[config.mk]
export PLATFORM = sky130hd
export DESIGN_NAME = id_stage
export DESIGN_NICKNAME = d
export VERILOG_FILES = /design/src/rtl/id_stage.sv
export SDC_FILE = /design/constraint.sdc
export NUM_CORES = 1
export LEC_CHECK = 0
export BUFFER_PORTS_ARGS = -buffer_cell sky130_fd_sc_hd__buf_4
export CAP_MARGIN = 20
export CORE_AREA = 2 2 119 121
export DETAILED_ROUTE_END_ITERATION = 7
export DIE_AREA = 0 0 121 123
export PLACE_DENSITY = 0.65
export SETUP_SLACK_MARGIN = 0.15
export SYNTH_ARGS = -nofsm -noshare
export SYNTH_HDL_FRONTEND = slang
export SYNTH_SLANG_ARGS = --single-unit
[constraint.sdc]
create_clock -name clk -period 4.4 [get_ports clk]
set_input_delay 0.22 -clock clk [delete_from_list [all_inputs] [get_ports clk]]
set_output_delay 0.22 -clock clk [all_outputs]
set_load 0.03 [all_outputs]
[src/rtl/id_stage.sv]
// ARM decode stage plus ID/EX register: fields, regfile read addresses, condition check, controls.
// One cycle to the registered outputs; hazard/cond-fail/invalid insert a bubble, flush kills, no upstream stall.
module id_stage #(
  parameter int BIT_NUMBER = 32
) (
  input  logic                  clk,
  input  logic                  rst,
  input  logic                  instr_valid,
  input  logic [BIT_NUMBER-1:0] pc_in,
  input  logic [31:0]           instruction,
  input  logic [3:0]            status_in,
  input  logic                  hazard,
  input  logic                  flush,
  input  logic [BIT_NUMBER-1:0] reg1,
  input  logic [BIT_NUMBER-1:0] reg2,
  output logic [3:0]            src1,
  output logic [3:0]            src2,
  output logic                  two_src,
  output logic                  has_src1,
  output logic                  valid_out,
  output logic [BIT_NUMBER-1:0] pc_out,
  output logic [BIT_NUMBER-1:0] val_rn,
  output logic [BIT_NUMBER-1:0] val_rm,
  output logic [3:0]            rd_out,
  output logic [3:0]            src1_out,
  output logic [3:0]            src2_out,
  output logic [3:0]            exe_cmd,
  output logic                  wb_en,
  output logic                  mem_r,
  output logic                  mem_w,
  output logic                  b,
  output logic                  s,
  output logic                  imm,
  output logic [11:0]           shift_operand,
  output logic [23:0]           imm24,
  output logic                  carry_out
);

  typedef struct packed {
    logic wb_en;
    logic mem_r;
    logic mem_w;
    logic b;
    logic s;
  } ctrl_t;

  logic [3:0] cond;
  logic [1:0] mode;
  logic       i_bit;
  logic [3:0] opcode;
  logic       s_bit;
  logic [3:0] rn;
  logic [3:0] rd;

  assign cond   = instruction[31:28];
  assign mode   = instruction[27:26];
  assign i_bit  = instruction[25];
  assign opcode = instruction[24:21];
  assign s_bit  = instruction[20];
  assign rn     = instruction[19:16];
  assign rd     = instruction[15:12];

  logic is_str;
  logic is_branch;
  logic is_mov_mvn;

  assign is_str     = (mode == 2'b01) && !s_bit;
  assign is_branch  = (mode == 2'b10);
  assign is_mov_mvn = (mode == 2'b00) && ((opcode == 4'b1101) || (opcode == 4'b1111));

  // STR reads the stored register through the second port, so hazards see it as a source
  assign src1     = instr_valid ? rn : 4'd0;
  assign src2     = !instr_valid ? 4'd0 : (is_str ? rd : instruction[3:0]);
  assign two_src  = instr_valid && (((mode == 2'b00) && !i_bit) || is_str);
  assign has_src1 = instr_valid && !is_mov_mvn && !is_branch;

  ctrl_t      ctrl;
  logic [3:0] cmd;

  always_comb begin
    ctrl = '0;
    cmd  = 4'b0000;
    case (mode)
      2'b00: begin
        ctrl.wb_en = 1'b1;
        ctrl.s     = s_bit;
        case (opcode)
          4'b1101: cmd = 4'b0001;
          4'b1111: cmd = 4'b1001;
          4'b0100: cmd = 4'b0010;
          4'b0101: cmd = 4'b0011;
          4'b0010: cmd = 4'b0100;
          4'b0110: cmd = 4'b0101;
          4'b0000: cmd = 4'b0110;
          4'b1100: cmd = 4'b0111;
          4'b0001: cmd = 4'b1000;
          4'b1010: begin
            cmd        = 4'b0100;
            ctrl.wb_en = 1'b0;
            ctrl.s     = 1'b1;
          end
          4'b1000: begin
            cmd        = 4'b0110;
            ctrl.wb_en = 1'b0;
            ctrl.s     = 1'b1;
          end
          default: begin
            cmd  = 4'b0000;
            ctrl = '0;
          end
        endcase
      end
      2'b01: begin
        cmd = 4'b0010;
        if (s_bit) begin
          ctrl.mem_r = 1'b1;
          ctrl.wb_en = 1'b1;
        end else begin
          ctrl.mem_w = 1'b1;
        end
      end
      2'b10: ctrl.b = 1'b1;
      default: begin
        cmd  = 4'b0000;
        ctrl = '0;
      end
    endcase
  end

  logic flag_n;
  logic flag_z;
  logic flag_c;
  logic flag_v;
  logic cond_pass;

  assign {flag_n, flag_z, flag_c, flag_v} = status_in;

  always_comb begin
    cond_pass = 1'b0;
    case (cond)
      4'b0000: cond_pass = flag_z;
      4'b0001: cond_pass = !flag_z;
      4'b0010: cond_pass = flag_c;
      4'b0011: cond_pass = !flag_c;
      4'b0100: cond_pass = flag_n;
      4'b0101: cond_pass = !flag_n;
      4'b0110: cond_pass = flag_v;
      4'b0111: cond_pass = !flag_v;
      4'b1000: cond_pass = flag_c && !flag_z;
      4'b1001: cond_pass = !flag_c || flag_z;
      4'b1010: cond_pass = (flag_n == flag_v);
      4'b1011: cond_pass = (flag_n != flag_v);
      4'b1100: cond_pass = !flag_z && (flag_n == flag_v);
      4'b1101: cond_pass = flag_z || (flag_n != flag_v);
      4'b1110: cond_pass = 1'b1;
      default: cond_pass = 1'b0;
    endcase
  end

  logic bubble;
  assign bubble = hazard || !cond_pass || !instr_valid;

  always_ff @(posedge clk) begin
    if (rst || flush) begin
      valid_out     <= 1'b0;
      pc_out        <= '0;
      val_rn        <= '0;
      val_rm        <= '0;
      rd_out        <= 4'd0;
      src1_out      <= 4'd0;
      src2_out      <= 4'd0;
      exe_cmd       <= 4'd0;
      wb_en         <= 1'b0;
      mem_r         <= 1'b0;
      mem_w         <= 1'b0;
      b             <= 1'b0;
      s             <= 1'b0;
      imm           <= 1'b0;
      shift_operand <= 12'd0;
      imm24         <= 24'd0;
      carry_out     <= 1'b0;
    end else begin
      // datapath loads even on a bubble; only the side-effecting controls are suppressed
      pc_out        <= pc_in;
      val_rn        <= reg1;
      val_rm        <= reg2;
      rd_out        <= rd;
      src1_out      <= src1;
      src2_out      <= src2;
      exe_cmd       <= cmd;
      imm           <= i_bit;
      shift_operand <= instruction[11:0];
      imm24         <= instruction[23:0];
      carry_out     <= flag_c;
      if (bubble) begin
        valid_out <= 1'b0;
        wb_en     <= 1'b0;
        mem_r     <= 1'b0;
        mem_w     <= 1'b0;
        b         <= 1'b0;
        s         <= 1'b0;
      end else begin
        valid_out <= 1'b1;
        wb_en     <= ctrl.wb_en;
        mem_r     <= ctrl.mem_r;
        mem_w     <= ctrl.mem_w;
        b         <= ctrl.b;
        s         <= ctrl.s;
      end
    end
  end

endmodule

==> implementation parameters, run 1 <==
Parameter                              Value

Power
  Net switching power figure    733 uW
  Clock network fraction of total power    44.0%
  Switching power as a share of total power    22.8%
  Sequential power share    41.4%
  Internal    2490 uW
  Post-route total power    3220 uW
  Power per cell area    395 mW/mm2
  Static power due to leakage    0.00390 uW
  Part of the total power dissipated in combinational logic    14.5%
  IR Drop Worst-Case VDD    201 uV

GRT
  Via count of the first global-routing pass    4,105
  Pin count of the biggest net entering global routing    69
  Number of antenna violations at the first check in global routing    0
  Global-route wire length before repair    19,800 um
  GRT Resource Usage Total    17.5%
  Grt ovf    0

Setup path
  Required time worst endpoint    4.18 ns
  CP max FO    10
  Type of origin of the critical path    input port
  Critical path capture point type    output pin
  Launching element of the worst setup path    instruction[26]
  Arrival time of the worst setup path    1.42 ns
  Classification of the worst setup path    in2out
  Crit path to    src2[0]

Route
  Final wirelength    13,400 um
  Routed vias    3,929
  DRC violations left    0
  Routed wire length per instance    14.1 um
  Post-route ant nets    0
  Per-cell via count in the routed design    4.14
  Detailed-routing iteration count for the pre-antenna-repair pass    4
  Number of DRC markers after the initial detailed-route iteration    136

Clock tree
  Clock Root Buffer    sky130_fd_sc_hd__clkbuf_16
  H-tree depth reported by CTS    4
  Max clock buf depth    2
  Post-CTS setup buffer count    0
  Number of clock buffers inserted by TritonCTS    17
  TritonCTS clock tree    yes
  Clock-pin slew reported for the worst setup and hold paths after clock tree synthesis    0.05 ns
  PostCTS Resize Cnt    0
  Number of sinks on the clock net    140

Floorplanning
  Core footprint    0.0136 mm2
  Die width    121 um
  Rows    43
  Area of the die    0.0149 mm2
  Initial cell density of the core    32.1%
  Die Y-Extent    123 um
  Total I/O pin count    303

Timing
  Unrepaired setup endpoints after global routing    no
  Final hold violations    0
  Worst Setup Slack, final    2.76 ns
  Minimum clock period    1.64 ns
  Final setup TNS    0 ns
  Final-report max-slew violation count    0
  Maximum frequency from static timing analysis    608 MHz
  Relative slew margins    64.1%
  Share of the clock period used by the worst path    37.4%
  Number of failing setup endpoints in the final timing report    0
  WHS    0.0209 ns
  Actual slew at the worst max-slew pin    0.536 ns

Synthesis
  Warning count from the yosys run    0
  Count of state elements after synthesis    140
  Most used flip-flop cell after synthesis    sky130_fd_sc_hd__dfxtp_1
  Total standard cell area after synthesis    0.00437 mm2
  Mean Syn Cell Area    11.4 um2
  Synthesized Nets    521
  EDFF count, synth    0
  Fraction of the yosys area taken by sequential cells    64.2%
  Netlist cell types    36
  Number of standard cells after synthesis    384
  Async SR Flop Fraction    0%

Final layout
  Area of the multi-input gates    0.00136 mm2
  Leading cell types in the layout, fill and taps excluded    sky130_fd_sc_hd__buf_4, sky130_fd_sc_hd__dfxtp_1, sky130_fd_sc_hd__and2_1
  Net count of the finished layout    894
  Total inserted antenna cells    0
  Fraction of layout instances using a drive strength above 1    43.8%
  FF/Latch Area    0.00280 mm2
  Area added between synthesis and finish    87.0%
  Most common cell after layout, fill and taps aside    sky130_fd_sc_hd__buf_4
  Area of all placed cells without fillers    0.00816 mm2
  Total of fill cells in the finished design    1,083

Place
  DP HPWL    9100 um
  Area after detailed placement    0.00666 mm2
  Final weighted congestion of routability-driven global placement    0.778
  Count of buffers from port buffering    302
  Post-Place Setup Slack    2.17 ns

Worst hold path
  Hold crit path type    in2reg

Outcome
  Run status    finished clean

Job
  Total of max-cap violations    0
## power by group through the flow
stage / combinational, uW / clock, uW / sequential (uW)
after floorplan: 108 / 0 / 1450
after global placement: 397 / 0 / 1360
after detailed placement: 401 / 0 / 1360
after CTS: 466 / 1460 / 1330
after global routing: 498 / 1520 / 1340
final: 468 / 1420 / 1330
## cells by family (layout without fill, tap and decap cells)
kind of cell | Yosys count | count (layout) | share of synthesized area [%]
AO/OA/AOI/OAI | 19 | 19 | 3.50
XOR/XNOR | 4 | 4 | 0.803
buffers and inverters | 39 | 423 | 4.93
flip-flops | 140 | 140 | 64.2
multiplexers | 8 | 8 | 1.95
AND/OR/NAND/NOR | 174 | 174 | 24.6
## synth_stat cells, types with 2 or more instances
master | count | area [um2]
sky130_fd_sc_hd__buf_4 | 16 | 120
sky130_fd_sc_hd__nor2b_1 | 8 | 50.1
sky130_fd_sc_hd__nand2_1 | 5 | 18.8
sky130_fd_sc_hd__dfxtp_1 | 140 | 2800
sky130_fd_sc_hd__nand2b_1 | 3 | 18.8
sky130_fd_sc_hd__and3_1 | 5 | 31.3
sky130_fd_sc_hd__o21ai_0 | 2 | 10.0
sky130_fd_sc_hd__nor3b_1 | 2 | 15.0
sky130_fd_sc_hd__a211oi_1 | 3 | 22.5
sky130_fd_sc_hd__nor3_1 | 3 | 15.0
sky130_fd_sc_hd__and2_1 | 132 | 826
sky130_fd_sc_hd__a21oi_1 | 5 | 25.0
sky130_fd_sc_hd__nand3b_1 | 3 | 22.5
sky130_fd_sc_hd__nor2_1 | 7 | 26.3
sky130_fd_sc_hd__clkbuf_1 | 21 | 78.8
sky130_fd_sc_hd__mux2i_1 | 7 | 70.1
sky130_fd_sc_hd__xnor2_1 | 3 | 26.3
## metrics by stage
step,cells,util (%)
after floorplan,384,-
after global placement,828,48.9
after detailed placement,828,48.9
after CTS,947,59.8
after global routing,948,60.0
final,948,60.0
## cell type report
class | instances | area share [%]
Sequential cell | 140 | 34.3
Clock inverter | 6 | 1.36
Tap cell | 180 | 2.76
Clock buffer | 24 | 5.90
Multi-Input combinational cell | 205 | 16.6
Timing Repair Buffer | 393 | 39.0
## what timing repair did
item | 4_1_cts | 5_1_grt
setup endpoints to repair | 0 | 0
hold buffers | 89 | 0
endpoints found under the hold margin | 89 | 0
## worst min path at each step
stage / startpoint / depth (start not counted) / slack (ns) / end
finish: reg1[9] / 2 / 0.02 / val_rn[9]$_SDFF_PP0_
CTS: instruction[14] / 2 / 0.0006 / rd_out[2]$_SDFF_PP0_
floorplan: instruction[20] / 2 / 0.34 / mem_r$_SDFF_PP0_
global route: reg1[9] / 2 / 0.0004 / val_rn[9]$_SDFF_PP0_
detailed placement: reg2[31] / 2 / 0.42 / val_rm[31]$_SDFF_PP0_
global placement: reg2[3] / 2 / 0.42 / val_rm[3]$_SDFF_PP0_
## state kept, by name (all words and copies together) (netlist names), 3 cells and up
| signal | cells |
|---|---|
| exe_cmd | 4 |
| imm24 | 10 |
| pc_out | 32 |
| rd_out | 3 |
| shift_operand | 11 |
| src1_out | 4 |
| src2_out | 4 |
| val_rm | 32 |
| val_rn | 32 |
## critical path, stage by stage
cell                      delay [ns]
sky130_fd_sc_hd__buf_4          0.14
sky130_fd_sc_hd__nor3b_2        0.48
sky130_fd_sc_hd__mux2i_1        0.14
sky130_fd_sc_hd__nor2b_1        0.22
sky130_fd_sc_hd__buf_4          0.21
## routing by layer
metal  GRT usage [%]  vias up  share of wire (%)
met1            18.2     1763                 36
met2            30.2      196                 51
li1                -     1933                  -
met5               0        -                  0
met4            9.96        0                3.3
met3            7.06       37                9.0
(Power assumes the default switching activity.)
==> run 2: changes to the inputs <==
- CORE_AREA: 2 2 119 121 -> 2 2 116 118
- DIE_AREA: 0 0 121 123 -> 0 0 118 120
- PLACE_DENSITY: 0.65 -> 0.68
- clock period: 4.4 -> 1.55 ns (I/O delays scaled with it)
==> run 2 against run 1 <==
- critical path depth unchanged
- cell count up 4.0%
- largest power group unchanged
- sequential share of layout area down 1.6 points
- routed wire length up 9.1%
- clock-buffer cell count down 6
- flip-flop and latch count unchanged
- non-clock buffer count up 41
- core utilization up 5.9 points
- global-route usage up 3.3 points
- largest cell class unchanged
- sequential power rose to 2.8 times the previous value
==> implementation parameters, run 2 (synthesized netlist as in run 1, its figures left out) <==
Parameter                              Value

Clock tree
  Number of sinks on the clock net    140
  Clock-pin slew reported for the worst setup and hold paths after clock tree synthesis    0.06 ns
  Post-CTS setup buffer count    0
  Max clock buf depth    2
  H-tree depth reported by CTS    4
  TritonCTS clock tree    yes
  Clock Root Buffer    sky130_fd_sc_hd__clkbuf_16
  Number of clock buffers inserted by TritonCTS    17

Floorplanning
  Initial cell density of the core    33.6%
  Core footprint    0.0130 mm2
  Area of the die    0.0142 mm2
  Rows    42
  Total I/O pin count    303
  Die width    118 um
  Die Y-Extent    120 um

Final layout
  Net count of the finished layout    935
  Number of non-filler instances in the completed layout    986
  Leading cell types in the layout, fill and taps excluded    sky130_fd_sc_hd__buf_4, sky130_fd_sc_hd__dfxtp_1, sky130_fd_sc_hd__and2_1
  Fraction of layout instances using a drive strength above 1    43.0%
  Total inserted antenna cells    0
  Most common cell after layout, fill and taps aside    sky130_fd_sc_hd__buf_4
  Leading registers by flop count    pc_out x32, val_rm x32, val_rn x32
  Area added between synthesis and finish    95.9%

Worst hold path
  Hold crit path type    in2reg
  Hold Path Origin    instruction[29]

Setup path
  Required time worst endpoint    1.47 ns
  Launching element of the worst setup path    instruction[23]
  Critical path capture point type    output pin
  CP max FO    9
  Critical path buffers and inverters    3
  Cell-by-cell listing of the critical path    dlygate4sd3_1 > buf_4 > a31oi_1 > o21a_1 > buf_4
  Stages on the worst setup path    5
  Type of origin of the critical path    input port
  Standard cell with the maximum stage delay on the critical path    sky130_fd_sc_hd__dlygate4sd3_1
  Crit path to    has_src1
  Library cell appearing most often on the critical path    sky130_fd_sc_hd__buf_4
  Arrival time of the worst setup path    1.27 ns
  Largest stage delay on the critical path    0.56 ns
  Top cell family by delay on the critical path    buffers and inverters
  Classification of the worst setup path    in2out

Route
  Met2 WL    7820 um
  Final wirelength    14,600 um
  Post-route ant nets    0
  Routed vias    4,204
  Met3 routed wirelength    1140 um
  DRC violations left    0
  Routed wire length per instance    14.8 um
  Met1 Routed Length    5180 um
  Detailed-routing iteration count for the pre-antenna-repair pass    4
  Highest routed layer    met4
  Per-cell via count in the routed design    4.26
  Number of DRC markers after the initial detailed-route iteration    165

GRT
  Number of antenna violations at the first check in global routing    0
  Via count of the first global-routing pass    4,453
  Grt ovf    0
  Global-route wire length before repair    22,700 um
  Pin count of the biggest net entering global routing    85
  GRT Resource Usage Total    20.8%

Power
  Internal    6890 uW
  IR Drop Worst-Case VDD    701 uV
  Post-route total power    9180 uW
  Power per cell area    1070 mW/mm2
  Sequential power share    41.2%
  Switching power as a share of total power    24.9%
  Net switching power figure    2280 uW
  Part of the total power dissipated in combinational logic    15.5%
  Static power due to leakage    0.00407 uW
  Clock network fraction of total power    43.2%

Place
  Count of buffers from port buffering    302
  DP HPWL    9290 um
  Cell count after placement    827
  Post-Place Setup Slack    -0.00342 ns
  Final weighted congestion of routability-driven global placement    0.811

Timing
  Number of failing setup endpoints in the final timing report    0
  Minimum clock period    1.34 ns
  Final hold violations    0
  Relative slew margins    60.3%
  WHS    0.0445 ns
  Final-report max-slew violation count    0
  Actual slew at the worst max-slew pin    0.595 ns
  Unrepaired setup endpoints after global routing    no
  Share of the clock period used by the worst path    86.7%
  Worst Setup Slack, final    0.205 ns
  Maximum frequency from static timing analysis    744 MHz

Outcome
  Run status    finished clean

Job
  Total of max-cap violations    0
==> run 2: cell types whose count changed in the layout (fill, tap and decap cells not counted), moves of 3 or more <==
cell and change:
sky130_fd_sc_hd__buf_4 +3, sky130_fd_sc_hd__nor2b_1 -4, sky130_fd_sc_hd__nor2b_2 +4, sky130_fd_sc_hd__inv_6 +3
sky130_fd_sc_hd__dlygate4sd3_1 +39, sky130_fd_sc_hd__clkbuf_1 -4
==> run 2: per-layer routing <==
layer,GRT usage [%],up-vias
li1,-,2020
met1,20.8,1934
met2,37.6,214
met3,7.37,36
met4,11.4,0
met5,0,-
==> run 2: area by class of cell <==
| type | count | area (um2) |
|---|---|---|
| clock buffer | 18 | 439 |
| sequential | 140 | 2800 |
| tap | 176 | 220 |
| fill | 932 | 4430 |
| multi-input combinational | 205 | 1370 |
| timing repair buffer | 434 | 3580 |
| clock inverter | 13 | 141 |
==> run 2: power by group through the flow <==
| stage | combinational, uW | sequential, uW | clock (uW) |
|---|---|---|---|
| 2_1_floorplan | 311 | 4130 | 0 |
| 3_3_place_gp | 1140 | 3850 | 0 |
| 3_5_place_dp | 1150 | 3860 | 0 |
| 4_1_cts | 1410 | 3780 | 4050 |
| 5_1_grt | 1510 | 3790 | 4230 |
| 6_report | 1430 | 3780 | 3970 |
==> run 2: worst min-delay path by stage <==
stage | endpoint | slack (ns) | cells past startpoint
4_1_cts | valid_out$_SDFF_PP0_ | 0.02 | 3
2_1_floorplan | mem_r$_SDFF_PP0_ | 0.20 | 2
5_1_grt | src1_out[3]$_SDFF_PP0_ | 0.04 | 2
3_3_place_gp | shift_operand[10]$_SDFF_PP0_ | 0.28 | 2
6_report | valid_out$_SDFF_PP0_ | 0.04 | 3
3_5_place_dp | val_rm[13]$_SDFF_PP0_ | 0.28 | 2
==> run 2: timing repair <==
item                                    4_1_cts  5_1_grt
hold endpoints to repair                    134        0
gates resized for setup                       0        0
endpoints found under the setup margin        0        1
hold buffers                                128        0
==> run 2: per-stage QoR <==
| stage | instance area, um2 | util, % | setup TNS (ns) |
|---|---|---|---|
| global route | 8550 | 65.9 | 0 |
| global placement | 6690 | 51.6 | 0 |
| floorplan | 4380 | - | 0 |
| detailed placement | 6690 | 51.6 | -0.00342 |
| CTS | 8550 | 65.9 | 0 |
| finish | 8550 | 65.9 | 0 |
